`src/rtl/jogo_sequencia_param.sv`:
```
// jogo_sequencia_param: parametrised memory game whose sequence grows by one move each round.
// Optional playback of the sequence before each round is enabled with JOGO_MOSTRA_SEQUENCIA_EN.
module jogo_sequencia_param #(
    parameter int N        = 4,
    parameter int DEPTH    = 16,
    parameter int TIMEOUT  = 5000,
    parameter int T_MOSTRA = 1000,
    localparam int ADDR_W  = $clog2(DEPTH)
) (
    input  logic              clock,
    input  logic              reset,
    input  logic              iniciar,
    input  logic              nivel_jogadas,
    input  logic [N-1:0]      chaves,
    output logic [ADDR_W-1:0] mem_addr,
    input  logic [N-1:0]      mem_data,
    output logic [N-1:0]      leds,
    output logic              pronto,
    output logic              acertou,
    output logic              errou,
    output logic              timeout,
    output logic [3:0]        db_estado,
    output logic [ADDR_W-1:0] db_contagem,
    output logic [ADDR_W-1:0] db_rodada
);
`ifdef JOGO_MOSTRA_SEQUENCIA_EN
    localparam int TW = ($clog2(TIMEOUT) > $clog2(T_MOSTRA + 2) ? $clog2(TIMEOUT) : $clog2(T_MOSTRA + 2)) + 1;
`else
    localparam int TW = $clog2(TIMEOUT) + 1;
`endif
    localparam logic [TW-1:0] T_LIM = TW'(TIMEOUT - 1);

    if (DEPTH < 2 || (DEPTH & (DEPTH - 1)) != 0 || TIMEOUT < 2 || T_MOSTRA < 1) begin : g_param_err
        $error("jogo_sequencia_param: invalid parameters");
    end

    typedef enum logic [3:0] {
        INICIAL        = 4'h0,
        PREPARA        = 4'h1,
        INICIA_RODADA  = 4'h2,
        ESPERA         = 4'h3,
        REGISTRA       = 4'h4,
        COMPARA        = 4'h5,
        PROXIMO        = 4'h6,
        PROXIMA_RODADA = 4'h7,
        MOSTRA         = 4'h8,
        FIM_ACERTO     = 4'hA,
        FIM_TIMEOUT    = 4'hD,
        FIM_ERRO       = 4'hE
    } estado_t;

    estado_t           estado_q;
    logic [ADDR_W-1:0] rodada_q, contagem_q, limite_q;
    logic [TW-1:0]     timer_q;
    logic [N-1:0]      jogada_q, leds_q;
    logic              prev_q, pronto_q, acertou_q, errou_q, timeout_q;
    logic              jogada_feita, igual;

    assign jogada_feita = (|chaves) & ~prev_q;
    // a zero or multi-key press can never match a one-hot ROM entry
    assign igual = (jogada_q == mem_data) && (jogada_q != '0) && ((jogada_q & (jogada_q - N'(1))) == '0);

    always_ff @(posedge clock or negedge reset) begin
        if (!reset) begin
            estado_q   <= INICIAL;
            rodada_q   <= '0;
            contagem_q <= '0;
            limite_q   <= '0;
            timer_q    <= '0;
            jogada_q   <= '0;
            leds_q     <= '0;
            prev_q     <= 1'b0;
            pronto_q   <= 1'b0;
            acertou_q  <= 1'b0;
            errou_q    <= 1'b0;
            timeout_q  <= 1'b0;
        end else begin
            prev_q <= |chaves;
            case (estado_q)
                INICIAL: begin
                    if (iniciar) estado_q <= PREPARA;
                end
                PREPARA: begin
                    rodada_q   <= '0;
                    contagem_q <= '0;
                    timer_q    <= '0;
                    jogada_q   <= '0;
                    leds_q     <= '0;
                    limite_q   <= nivel_jogadas ? ADDR_W'(DEPTH - 1) : ADDR_W'(DEPTH / 2 - 1);
                    estado_q   <= INICIA_RODADA;
                end
                INICIA_RODADA: begin
                    contagem_q <= '0;
                    timer_q    <= '0;
`ifdef JOGO_MOSTRA_SEQUENCIA_EN
                    leds_q     <= '0;
                    estado_q   <= MOSTRA;
`else
                    estado_q   <= ESPERA;
`endif
                end
`ifdef JOGO_MOSTRA_SEQUENCIA_EN
                MOSTRA: begin
                    // registered leds lag the ROM by one cycle, so the data window runs one cycle past T_MOSTRA
                    timer_q <= timer_q + TW'(1);
                    leds_q  <= (timer_q == '0) ? '0 : mem_data;
                    if (timer_q == TW'(T_MOSTRA + 1)) begin
                        timer_q <= '0;
                        leds_q  <= '0;
                        if (contagem_q == rodada_q) begin
                            contagem_q <= '0;
                            estado_q   <= ESPERA;
                        end else begin
                            contagem_q <= contagem_q + ADDR_W'(1);
                        end
                    end
                end
`endif
                ESPERA: begin
                    timer_q <= timer_q + TW'(1);
                    if (jogada_feita) begin
                        estado_q <= REGISTRA;
                    end else if (timer_q == T_LIM) begin
                        estado_q  <= FIM_TIMEOUT;
                        timeout_q <= 1'b1;
                        pronto_q  <= 1'b1;
                    end
                end
                REGISTRA: begin
                    jogada_q <= chaves;
                    leds_q   <= chaves;
                    estado_q <= COMPARA;
                end
                COMPARA: begin
                    if (!igual) begin
                        estado_q <= FIM_ERRO;
                        errou_q  <= 1'b1;
                        pronto_q <= 1'b1;
                    end else if (contagem_q < rodada_q) begin
                        estado_q <= PROXIMO;
                    end else if (rodada_q == limite_q) begin
                        estado_q  <= FIM_ACERTO;
                        acertou_q <= 1'b1;
                        pronto_q  <= 1'b1;
                    end else begin
                        estado_q <= PROXIMA_RODADA;
                    end
                end
                PROXIMO: begin
                    contagem_q <= contagem_q + ADDR_W'(1);
                    timer_q    <= '0;
                    estado_q   <= ESPERA;
                end
                PROXIMA_RODADA: begin
                    rodada_q <= rodada_q + ADDR_W'(1);
                    estado_q <= INICIA_RODADA;
                end
                FIM_ACERTO, FIM_ERRO, FIM_TIMEOUT: begin
                    if (iniciar) begin
                        estado_q   <= PREPARA;
                        pronto_q   <= 1'b0;
                        acertou_q  <= 1'b0;
                        errou_q    <= 1'b0;
                        timeout_q  <= 1'b0;
                        rodada_q   <= '0;
                        contagem_q <= '0;
                        timer_q    <= '0;
                        jogada_q   <= '0;
                        leds_q     <= '0;
                    end
                end
                default: estado_q <= INICIAL;
            endcase
        end
    end

    assign mem_addr    = contagem_q;
    assign leds        = leds_q;
    assign pronto      = pronto_q;
    assign acertou     = acertou_q;
    assign errou       = errou_q;
    assign timeout     = timeout_q;
    assign db_estado   = estado_q;
    assign db_contagem = contagem_q;
    assign db_rodada   = rodada_q;
endmodule

```
`config.mk`:
```
export PLATFORM = sky130hd
export DESIGN_NAME = jogo_sequencia_param
export DESIGN_NICKNAME = d
export VERILOG_FILES = /design/src/rtl/jogo_sequencia_param.sv
export SDC_FILE = /design/constraint.sdc
export NUM_CORES = 1
export LEC_CHECK = 0
export BUFFER_PORTS_ARGS = -buffer_cell sky130_fd_sc_hd__buf_4
export CELL_PAD_IN_SITES_DETAIL_PLACEMENT = 0
export CELL_PAD_IN_SITES_GLOBAL_PLACEMENT = 1
export CORE_ASPECT_RATIO = 1.2
export CORE_MARGIN = 1.5
export CORE_UTILIZATION = 43
export DETAILED_ROUTE_END_ITERATION = 12
export HOLD_SLACK_MARGIN = 0.05
export PLACE_DENSITY = 0.88
export SLEW_MARGIN = 20
export SYNTH_ARGS = -nofsm -noshare
export SYNTH_HDL_FRONTEND = slang
export SYNTH_SLANG_ARGS = --single-unit
export TNS_END_PERCENT = 30
```
`constraint.sdc`:
```
create_clock -name clock -period 2.4 [get_ports clock]
set_clock_uncertainty 0.15 [all_clocks]
set_input_delay 0.36 -clock clock [delete_from_list [all_inputs] [get_ports clock]]
set_output_delay 0.36 -clock clock [all_outputs]
set_load 0.02 [all_outputs]
```
==> results.txt <==
P_sw = 1264 uW
sequential area share after synthesis = 0.4136
Detail Placement HPWL = 3.687 mm
worst setup margin = 0.3267 ns
vias per cell = 5.569
Post-synth EDFFs = 0
Clock Power Share = 0.185
peak supply drop = 0.6233 mV
total gr overflow = 0
CTS H-tree lvls = 2
vias in the first global route = 1872
Reg2Reg Capture Point = db_estado[3]$_DFFE_PN0P_
Pre-Repair DR Iteration Count = 5
R2R cell count = 6
post-synthesis compound-gate area fraction = 0.1738
Setup violations, final = 0
Synth Area in Simple Gates = 0.2465
Worst setup SP type = register
worst rel slew slack = 0.6814
FF+latch count, synth = 37
CTS Buf Count = 5
maxcap violations = 0
PortBufs = 35
largest net degree at the start of global routing = 38
Adder-Cell Fraction of Synth Area = 0.03354
Inserted Diodes = 0
Flop pwr share = 0.336
Total Routing Usage GR = 0.1960
worst skew pair latency = 0.29 ns
most frequent cells in the layout = buf_4 (43), dfrtp_1 (37), nand2_1 (29)
asr flop ratio synth = 1.000
Detail Route Antenna Nets = 0
Mapped Nets = 259
largest family of logic cells by synthesized area = simple AND/OR/NAND/NOR gates
clk slew on worst S/H paths = 0.07 ns
Initial Util = 0.4499
clk root buf = clkbuf_8
crit-path max FO = 6
worst-case clock buffer depth = 2
internal power = 1736 uW
Max Clk Rate = 482.3 MHz
post-cts sizing count = 0
Reg2Reg Setup Slack = 0.33 ns
num rows = 28
drt wl/cell = 14.41 um
TNS Setup = 0 ns
pre-CTS setup slack = 0.3341 ns
Comb power frac = 0.479
Final Hold Viols = 0
synthesized area per cell = 9.288 sq um
first-pass GRT wire length = 8.349 mm
CTS tree = built
Reg-to-Reg Start = db_rodada[1]$_DFFE_PN0P_
share of layout cells above drive strength 1 = 0.2384
NumNets Final = 298
Final Cell Area = 2688 sq um
Tmin final = 2.073 ns
Post-CTS Setup Bufs = 0
Initial DRC Count = 109
I/O pins = 36
Core ar. = 4975 sq um
RSZ-0062 raised after global routing = false
CTS sink count = 37
Layout area overhead = 20.07%
most common cell after layout, fill and taps aside = buf_4
Chip Height = 82.04 um
Tcrit/Tclk final = 0.8639
cell leakage power = 0.001168 uW
Final GP Congestion = 0.7970
initial antenna violation count = 0
Worst-Margin Slew = 0.4779 ns
Cells after Synth = 241
Worst setup startpoint = db_rodada[1]$_DFFE_PN0P_
hold buffers post-CTS = 1
Die X = 68.87 um
Post-Synth XOR/XNOR Area = 0.06652
crit end category = register
Hold/Removal Path Class = primary input to register
Area after DPL = 2561 sq um
critical path type = register to register
mux contribution to synthesized area = 0.01901
Arr. time, crit path = 2.08 ns
Post-route DRC = 0
Yosys cell types = 57
Sw Share = 0.4214
CP required = 2.41 ns
run status = finished, final reports clean
die area = 5649 sq um
wirelength, routed = 4.915 mm
Slew Limit Fails = 0
Syn. warnings = 0
via count = 1899
Top FF cell, synth = dfrtp_1
crit path capture = db_estado[3]$_DFFE_PN0P_
Syn Std Cell Area = 2238 sq um
pwr dens = 1116 nW/um^2
## sequential cells by signal, summed over array words and instances, names as in the netlist
signal,cells
pronto,1
limite_q,2
acertou,1
errou,1
db_rodada,4
timer_q,14
leds,4
db_estado,4
db_contagem,4
timeout,1
prev_q,1
## worst min-delay path by stage
stage	start	end	slack, ns	cells past startpoint
after floorplan	reset	acertou$_DFFE_PN0P_	-0.09	0
after global placement	reset	timer_q[4]$_DFFE_PN0P_	0.20	1
after detailed placement	reset	timer_q[4]$_DFFE_PN0P_	0.21	1
after CTS	chaves[1]	leds[1]$_DFFE_PN0P_	0.13	3
after global routing	nivel_jogadas	limite_q[3]$_DFFE_PN0P_	0.14	2
final	chaves[2]	leds[2]$_DFFE_PN0P_	0.13	3
## per-layer routing
metal  vias to the layer above  share of wire  global-route usage
met5                         -              0                   0
met4                         0          0.018             0.08627
met3                         9          0.035             0.03151
met2                        46           0.53              0.3413
met1                       902           0.41              0.2338
li1                        942              -                   -
## cells in the mapped netlist (4+ instances only)
| cell | count | area share |
|---|---|---|
| nand3_1 | 6 | 0.013 |
| a21oi_1 | 12 | 0.027 |
| o21a_1 | 4 | 0.013 |
| nor3_1 | 4 | 0.0089 |
| ha_1 | 6 | 0.034 |
| buf_4 | 4 | 0.013 |
| dfrtp_1 | 37 | 0.41 |
| nand2b_1 | 6 | 0.017 |
| o21ai_0 | 13 | 0.029 |
| xor2_1 | 9 | 0.035 |
| inv_1 | 8 | 0.013 |
| a31oi_1 | 4 | 0.011 |
| nand4_1 | 9 | 0.025 |
| buf_2 | 6 | 0.013 |
| xnor2_1 | 8 | 0.031 |
| nor2_1 | 21 | 0.035 |
| nand2_1 | 29 | 0.049 |
## critical path, stage by stage, from the launching register on
cell and delay (ns):
dfrtp_1 0.44, inv_1 0.09, ha_1 0.30, a2111oi_2 0.40, nor3b_2 0.13, o32ai_1 0.32
o21ai_1 0.12
## area by class of cell
type	count	area, sq um
fillers	488	2287
multi-input cells	184	1207
repair buffers	44	332.8
flip-flops and latches	37	925.9
well taps	60	75.07
clock buffers	7	86.33
clock inverters	1	30.03
inverters	8	30.03
## stage by stage
stage	hold slack, ns	power [uW]	utilization	instances
floorplan	-0.08559	1974	-	241
finish	0.1331	3001	0.5402	341
CTS	0.1294	3035	0.5402	341
global placement	0.2039	2453	0.5148	332
global route	0.1442	3228	0.5402	341
detailed placement	0.2058	2465	0.5148	332
## power by group through the flow
| stage | Clock [uW] | Combinational (uW) | Sequential [uW] |
|---|---|---|---|
| 4_1_cts | 576 | 1450 | 1010 |
| 6_report | 555 | 1440 | 1010 |
| 3_5_place_dp | 0 | 1450 | 1020 |
| 2_1_floorplan | 0 | 902 | 1070 |
| 3_3_place_gp | 0 | 1440 | 1010 |
| 5_1_grt | 599 | 1590 | 1040 |
## cell families (layout without fill, tap and decap cells)
logic type	after synthesis	count (layout)
DFF	37	37
buffers and inverters	20	60
adders and majority gates	6	6
muxes	4	4
and+or+nand+nor	102	102
AOI/OAI and AO/OA	55	55
xor gates and xnor gates	17	17
Note: power is estimated with default switching activity, not from simulation.
